## src/rtl/i2c_cfg_pkg.sv

```systemverilog
// Shared types and constants for the I2C oscillator configuration sequencer.
// Holds the FSM state enum, the (register, data) entry type, the two
// oscillator configuration tables, and the default slave address.
package i2c_cfg_pkg;

  localparam int unsigned TABLE_DEPTH = 16;
  localparam logic [6:0]  SLV_ADDR7_DEFAULT = 7'h55;

  // 0 selects the primary oscillator table, 1 the alternate part.
  localparam int unsigned OSC_SEL = 0;

  typedef enum logic [2:0] {
    S_PWR_DLY,
    S_ISSUE,
    S_WAIT,
    S_GAP,
    S_NEXT,
    S_DDS_DLY,
    S_DONE,
    S_FAIL
  } cfg_state_e;

  typedef struct packed {
    logic [7:0] reg_addr;
    logic [7:0] data;
  } cfg_entry_t;

  // Entries listed from index 15 down to index 0; unused slots are zero.
  localparam cfg_entry_t [TABLE_DEPTH-1:0] CFG_TABLE_A = {
    16'h0000, 16'h0000, 16'h0000, 16'h0000, 16'h0000,
    16'h8404, 16'h8401, 16'h0B00, 16'h0A20, 16'h0908, 16'h0821,
    16'h074D, 16'h0602, 16'h0514, 16'h0033, 16'h8400
  };

  localparam cfg_entry_t [TABLE_DEPTH-1:0] CFG_TABLE_B = {
    16'h0000, 16'h0000, 16'h0000, 16'h0000, 16'h0000,
    16'h8404, 16'h8401, 16'h0B00, 16'h0A20, 16'h0908, 16'h0821,
    16'h0762, 16'h0603, 16'h0515, 16'h0033, 16'h8400
  };

  localparam cfg_entry_t [TABLE_DEPTH-1:0] CFG_TABLE =
    (OSC_SEL == 0) ? CFG_TABLE_A : CFG_TABLE_B;

endpackage

```

## src/rtl/i2c_cfg_sequencer_delay_counter.sv

```systemverilog
// Shared 32-bit phase counter.
// Ports: clk_i/rst_n_i clock and async active-low reset; en_i advances the
// count; clear_i restarts it from zero (takes priority over en_i); term_i is
// the terminal value; tc_c_o is high (combinationally) while count == term_i.
module cfg_delay_counter (
  input  logic        clk_i,
  input  logic        rst_n_i,
  input  logic        en_i,
  input  logic        clear_i,
  input  logic [31:0] term_i,
  output logic        tc_c_o
);

  logic [31:0] cnt_q;

  // Free-running up-count while enabled; a clear starts a new phase at zero.
  always_ff @(posedge clk_i or negedge rst_n_i) begin
    if (!rst_n_i) begin
      cnt_q <= '0;
    end else if (clear_i) begin
      cnt_q <= '0;
    end else if (en_i) begin
      cnt_q <= cnt_q + 32'd1;
    end
  end

  assign tc_c_o = (cnt_q == term_i);

endmodule

```

## src/rtl/i2c_cfg_sequencer.sv

```systemverilog
// Power-up configuration sequencer for the pixel-oscillator I2C write master.
// Waits STARTUP_DLY cycles, then writes each (reg, data) table entry through
// a level WR_REQ / pulsed WR_DONE handshake, retrying NACKs and timeouts,
// and raises DDS_START DDS_DLY cycles after the last successful write.
// Ports:
//   CLOCK_IN, RESET_N         clock, async active-low reset (release is
//                             expected to be synchronous to CLOCK_IN)
//   WR_REQ/WR_SLV/WR_REG/WR_DATA  write request and payload to the master
//   WR_DONE/WR_NACK           completion pulse and ack status from master
//   REG_IDX                   entry in progress, NUM_REGS when complete
//   CFG_DONE/CFG_FAIL/DDS_START   sticky status outputs
module i2c_cfg_sequencer
  import i2c_cfg_pkg::*;
#(
  parameter int unsigned NUM_REGS    = 11,
  parameter int unsigned STARTUP_DLY = 91000000,
  parameter int unsigned DDS_DLY     = 151000000,
  parameter int unsigned MAX_RETRY   = 3,
  parameter int unsigned RETRY_GAP   = 4000,
  parameter int unsigned WR_TIMEOUT  = 20000,
  parameter logic [6:0]  SLV_ADDR7   = SLV_ADDR7_DEFAULT
) (
  input  logic       CLOCK_IN,
  input  logic       RESET_N,
  output logic       WR_REQ,
  output logic [6:0] WR_SLV,
  output logic [7:0] WR_REG,
  output logic [7:0] WR_DATA,
  input  logic       WR_DONE,
  input  logic       WR_NACK,
  output logic [3:0] REG_IDX,
  output logic       CFG_DONE,
  output logic       CFG_FAIL,
  output logic       DDS_START
);

  localparam int unsigned RETRY_W =
    ($clog2(MAX_RETRY + 1) < 2) ? 2 : $clog2(MAX_RETRY + 1);

  localparam logic [31:0] STARTUP_TERM = 32'(STARTUP_DLY - 1);
  localparam logic [31:0] DDS_TERM     = 32'(DDS_DLY - 1);
  localparam logic [31:0] GAP_TERM     = 32'(RETRY_GAP - 1);
  localparam logic [31:0] TIMEOUT_TERM = 32'(WR_TIMEOUT - 1);

  cfg_state_e         state_q, state_d;
  logic [RETRY_W-1:0] retry_q, retry_d;
  logic [3:0]         idx_q, idx_d;
  logic               req_q, req_d;
  logic               done_q, done_d;
  logic               fail_q, fail_d;
  logic               dds_q, dds_d;
  cfg_entry_t         entry_q;

  logic        cnt_en;
  logic        cnt_clear;
  logic [31:0] cnt_term;
  logic        cnt_tc;

  // One counter serves every timed phase; the active state picks its terminal.
  cfg_delay_counter u_dly (
    .clk_i   (CLOCK_IN),
    .rst_n_i (RESET_N),
    .en_i    (cnt_en),
    .clear_i (cnt_clear),
    .term_i  (cnt_term),
    .tc_c_o  (cnt_tc)
  );

  // State and output registers.
  always_ff @(posedge CLOCK_IN or negedge RESET_N) begin
    if (!RESET_N) begin
      state_q <= S_PWR_DLY;
      retry_q <= '0;
      idx_q   <= '0;
      req_q   <= 1'b0;
      done_q  <= 1'b0;
      fail_q  <= 1'b0;
      dds_q   <= 1'b0;
      entry_q <= CFG_TABLE[0];
    end else begin
      state_q <= state_d;
      retry_q <= retry_d;
      idx_q   <= idx_d;
      req_q   <= req_d;
      done_q  <= done_d;
      fail_q  <= fail_d;
      dds_q   <= dds_d;
      // Looked up from the next index so the payload settles before WR_REQ.
      entry_q <= CFG_TABLE[idx_d];
    end
  end

  // Next-state and output logic.
  always_comb begin
    state_d   = state_q;
    retry_d   = retry_q;
    idx_d     = idx_q;
    req_d     = req_q;
    done_d    = done_q;
    fail_d    = fail_q;
    dds_d     = dds_q;
    cnt_en    = 1'b1;
    cnt_clear = 1'b0;
    cnt_term  = '0;

    unique case (state_q)
      S_PWR_DLY: begin
        cnt_term = STARTUP_TERM;
        if (cnt_tc) begin
          cnt_clear = 1'b1;
          state_d   = S_ISSUE;
        end
      end

      S_ISSUE: begin
        req_d     = 1'b1;
        cnt_clear = 1'b1;
        state_d   = S_WAIT;
      end

      S_WAIT: begin
        cnt_term = TIMEOUT_TERM;
        // A completion pulse wins over a timeout landing in the same cycle.
        if (WR_DONE && !WR_NACK) begin
          req_d   = 1'b0;
          retry_d = '0;
          state_d = S_NEXT;
        end else if (WR_DONE || cnt_tc) begin
          req_d     = 1'b0;
          cnt_clear = 1'b1;
          if (32'(retry_q) < MAX_RETRY) begin
            retry_d = retry_q + RETRY_W'(1);
            state_d = S_GAP;
          end else begin
            fail_d  = 1'b1;
            state_d = S_FAIL;
          end
        end
      end

      S_GAP: begin
        cnt_term = GAP_TERM;
        if (cnt_tc) begin
          cnt_clear = 1'b1;
          state_d   = S_ISSUE;
        end
      end

      S_NEXT: begin
        idx_d     = idx_q + 4'd1;
        cnt_clear = 1'b1;
        // Compare one bit wider so NUM_REGS = 16 still terminates.
        if (5'(idx_q) + 5'd1 == 5'(NUM_REGS)) begin
          done_d  = 1'b1;
          state_d = S_DDS_DLY;
        end else begin
          state_d = S_ISSUE;
        end
      end

      S_DDS_DLY: begin
        cnt_term = DDS_TERM;
        if (cnt_tc) begin
          dds_d   = 1'b1;
          state_d = S_DONE;
        end
      end

      S_DONE: begin
        cnt_en = 1'b0;
        req_d  = 1'b0;
      end

      S_FAIL: begin
        cnt_en = 1'b0;
        req_d  = 1'b0;
      end

      default: begin
        req_d   = 1'b0;
        state_d = S_FAIL;
      end
    endcase
  end

  assign WR_REQ    = req_q;
  assign WR_SLV    = SLV_ADDR7;
  assign WR_REG    = entry_q.reg_addr;
  assign WR_DATA   = entry_q.data;
  assign REG_IDX   = idx_q;
  assign CFG_DONE  = done_q;
  assign CFG_FAIL  = fail_q;
  assign DDS_START = dds_q;

endmodule
```

## config.mk

```make
export PLATFORM = sky130hd
export DESIGN_NAME = i2c_cfg_sequencer
export DESIGN_NICKNAME = d
export VERILOG_FILES = /design/src/rtl/i2c_cfg_pkg.sv /design/src/rtl/i2c_cfg_sequencer_delay_counter.sv /design/src/rtl/i2c_cfg_sequencer.sv
export SDC_FILE = /design/constraint.sdc
export NUM_CORES = 1
export LEC_CHECK = 0
export CAP_MARGIN = 20
export CORE_MARGIN = 2
export CORE_UTILIZATION = 45
export CTS_CLUSTER_SIZE = 14
export DETAILED_ROUTE_END_ITERATION = 12
export DONT_BUFFER_PORTS = 1
export GPL_TIMING_DRIVEN = 1
export HOLD_SLACK_MARGIN = 0.02
export PLACE_DENSITY = 0.66
export SYNTH_ARGS = -nofsm -noshare
export SYNTH_HDL_FRONTEND = slang
export SYNTH_SLANG_ARGS = --single-unit
```

## constraint.sdc

```tcl
create_clock -name CLOCK_IN -period 2.1 [get_ports CLOCK_IN]
set_input_delay 0.42 -clock CLOCK_IN [delete_from_list [all_inputs] [get_ports CLOCK_IN]]
set_output_delay 0.42 -clock CLOCK_IN [all_outputs]
set_load 0.01 [all_outputs]
```

==> flow_summary.toml <==
[setup_path]
cp_cell_sequence = "nand3b_1, or4b_4, a311oi_4, nand4_1, a22oi_2, buf_6, buf_8, nor2_1"
startpoint_type = "register"
crit_type = "reg2reg"
cp-end-kind = "register"
slowest_delay_ps = 530
cp_max_fo = 8
cpMaxStageDelayCell = "or4b_4"
arrival_ps = 2580
required_ps = 2330

[floorplan]
dieArea_sq_um = 7950
die_w_um = 89.2
start_util_pct = 45.7
coreArea_sq_um = 7140
die_h_um = 89.2
rows = 31
ios = 35

[timing]
max_freq_ghz = 0.427
finalCriticalPeriod_ps = 2340
setup_violations = 40
clock_skew_ps = 12.2
timing.final.max_slew_violations = 0
hold_viol_final = 0
rsz0062_at_grt = "yes"
fin_crit_sh_pct = 112
worst_slack_ps = -244

[global_route]
antenna_found_initial = 0
grt_usage_pct = 21.4
grt_pass1_wl_um = 13100
overflow = 0
grt_pass1_vias = 2830
grt_start_max_net_pins = 58

[detailed_routing]
vias_per_cell = 5.34
vias = 2871
first_pass_iters = 4
drtIter0Drc = 87
drc_errors = 0
ant_nets = 0
wl_per_cell_um = 14.9
wl_um = 8000

[placed_design]
dp_hpwl_um = 5250
portBuffers = 0
pre_cts_ws_ps = -337
place_congestion = 0.941

[yosys]
synth_edf_count = 0
avgSynthCellArea_sq_um = 9.02
ys_warn_count = 0
synth_async_sr_flop_share_pct = 100
synth_compound_area_share_pct = 9.08
synth_ff_type = "dfrtp_1"
seq_area_frac_synth_pct = 43.8
synth_adder_area_share_pct = 3.37
synth_xor_area_share_pct = 9.93
synth-seq-cells = 57
yosys.area_share.simple_pct = 24.9
syn_area_sq_um = 3260
syn_inst = 362
synth_top_family_by_area = "simple AND/OR/NAND/NOR gates"
synth.area.mux_share_pct = 2.15
synthDistinctLibCells = 53

[pwr]
irDropWorstVdd_uv = 578
p_switching_uw = 1380
pwr-share-seq_pct = 35.3
combinationalPowerShare_pct = 33.9
intPower_uw = 2750
p_sw_share_pct = 33.5
power.density_nw_per_um2 = 942
clkPwrFrac_pct = 30.8
leakage_uw = 0.00202

[clock_tree]
clk_pin_slew_ps = 70
htree_levels = 3
cts_root_buf = "clkbuf_8"
worst_skew_pair.late_latency_ps = 350
cts_tree = "built"
cts_max_path_buffers = 2
clock_sinks = 57
cts_buffers = 9

[finish]
final_cell_mix = "buf_4, dfrtp_1, nor2_1"
syn_to_final_growth_pct = 34.3
final_common_cell = "buf_4"
diodes = 0
fin_util_pct = 61.4
nets = 446
drive_above_1_share_pct = 32.1

[status]
violations = "setup timing"
status = "complete, but fails checks"

[min_path]
hold_class = "in2reg"

[job]
maxCapViolCount = 0
## layer usage
layer / vias up / track usage, % / wire [um] / share of wire (%)
li1: 1371 / - / - / -
met1: 1423 / 27.4 / 3610 / 45
met2: 59 / 34.0 / 3890 / 49
met3: 18 / 5.26 / 276 / 3.5
met4: 0 / 10.4 / 218 / 2.7
met5: - / 0 / 0 / 0
## power groups by stage
stage               Clock (uW)  Sequential, uW  Combinational [uW]
CTS                       1290            1460                1280
detailed placement           0            1470                1100
global route              1330            1480                1540
finish                    1270            1460                1400
global placement             0            1470                1070
floorplan                    0            1460                 751
## cell type report
type / instances / area (sq um)
fill: 607 / 2750
multi-input combinational: 274 / 1860
sequential: 57 / 1430
timing repair buffer: 82 / 688
clock buffer: 9 / 124
tap: 99 / 124
clock inverter: 7 / 119
inverter: 10 / 37.5
## synth_stat cells (9+ instances only)
cell type / instances / area (sq um)
nand2_1: 28 / 105
dfrtp_1: 55 / 1380
buf_4: 15 / 113
nor2_1: 58 / 218
xnor2_1: 16 / 140
xor2_1: 21 / 184
a21oi_1: 10 / 50.1
nand3_1: 21 / 105
nor3_1: 10 / 50.1
clkbuf_1: 10 / 37.5
nand4_1: 12 / 75.1
inv_1: 9 / 33.8
o21ai_0: 9 / 45.0
## cell families after synthesis
group	Yosys count
DFF	57
and+or+nand+nor	167
muxes	7
adders and majority gates	9
AOI/OAI and AO/OA	43
xor gates and xnor gates	37
buffers and inverters	40
other	2
## path summary, 6_finish.rpt
kind	endpoint	start	cells after the start	slack, ps
hold reg to reg	retry_q[1]	retry_q[1]	2	520
setup reg to reg	u_dly.cnt_q[14]	state_q[1]	8	-240
setup / recovery	u_dly.cnt_q[14]	state_q[1]	8	-240
max in group asynchronous	WR_REG[2]	RESET_N	2	1160
hold / removal	CFG_FAIL	WR_DONE	1	160
min in group asynchronous	u_dly.cnt_q[8]	RESET_N	2	650
## worst max-delay path, delay by kind of cell, from the launching register on
kind            cells  cell delay, ps
simple gates        4             990
compound gates      2             510
flops               1             420
buf+inv             2             310
## flip-flops by register name, summed over array words and instances, names as in the netlist
signal and flops:
CFG_DONE 1, CFG_FAIL 1, DDS_START 1, REG_IDX 4, WR_DATA 7, WR_REG 5, WR_REQ 1, retry_q 2
state_q 3, u_dly.cnt_q 32
## repair_timing
action                     CTS  global route
hold endpoints to repair    57             0
pin swaps                   10             5
setup endpoints to repair   44            51
cloned                       1             0
hold buffers                 2             0
gates resized for setup     35            27
buffers inserted             7             8
## per-stage QoR
| step | TNS [ps] | cell area (sq um) | total power, uW | instances | hold WS (ps) |
|---|---|---|---|---|---|
| 5_1_grt | -12010 | 4380 | 4360 | 538 | 156 |
| 2_1_floorplan | -5160 | 3320 | 2210 | 371 | 124 |
| 3_5_place_dp | -11070 | 3740 | 2580 | 505 | 126 |
| 3_3_place_gp | -8920 | 3740 | 2540 | 505 | 126 |
| 4_1_cts | -5040 | 4200 | 4040 | 530 | 149 |
| 6_report | -7600 | 4380 | 4130 | 538 | 161 |
(Power assumes the default switching activity.)
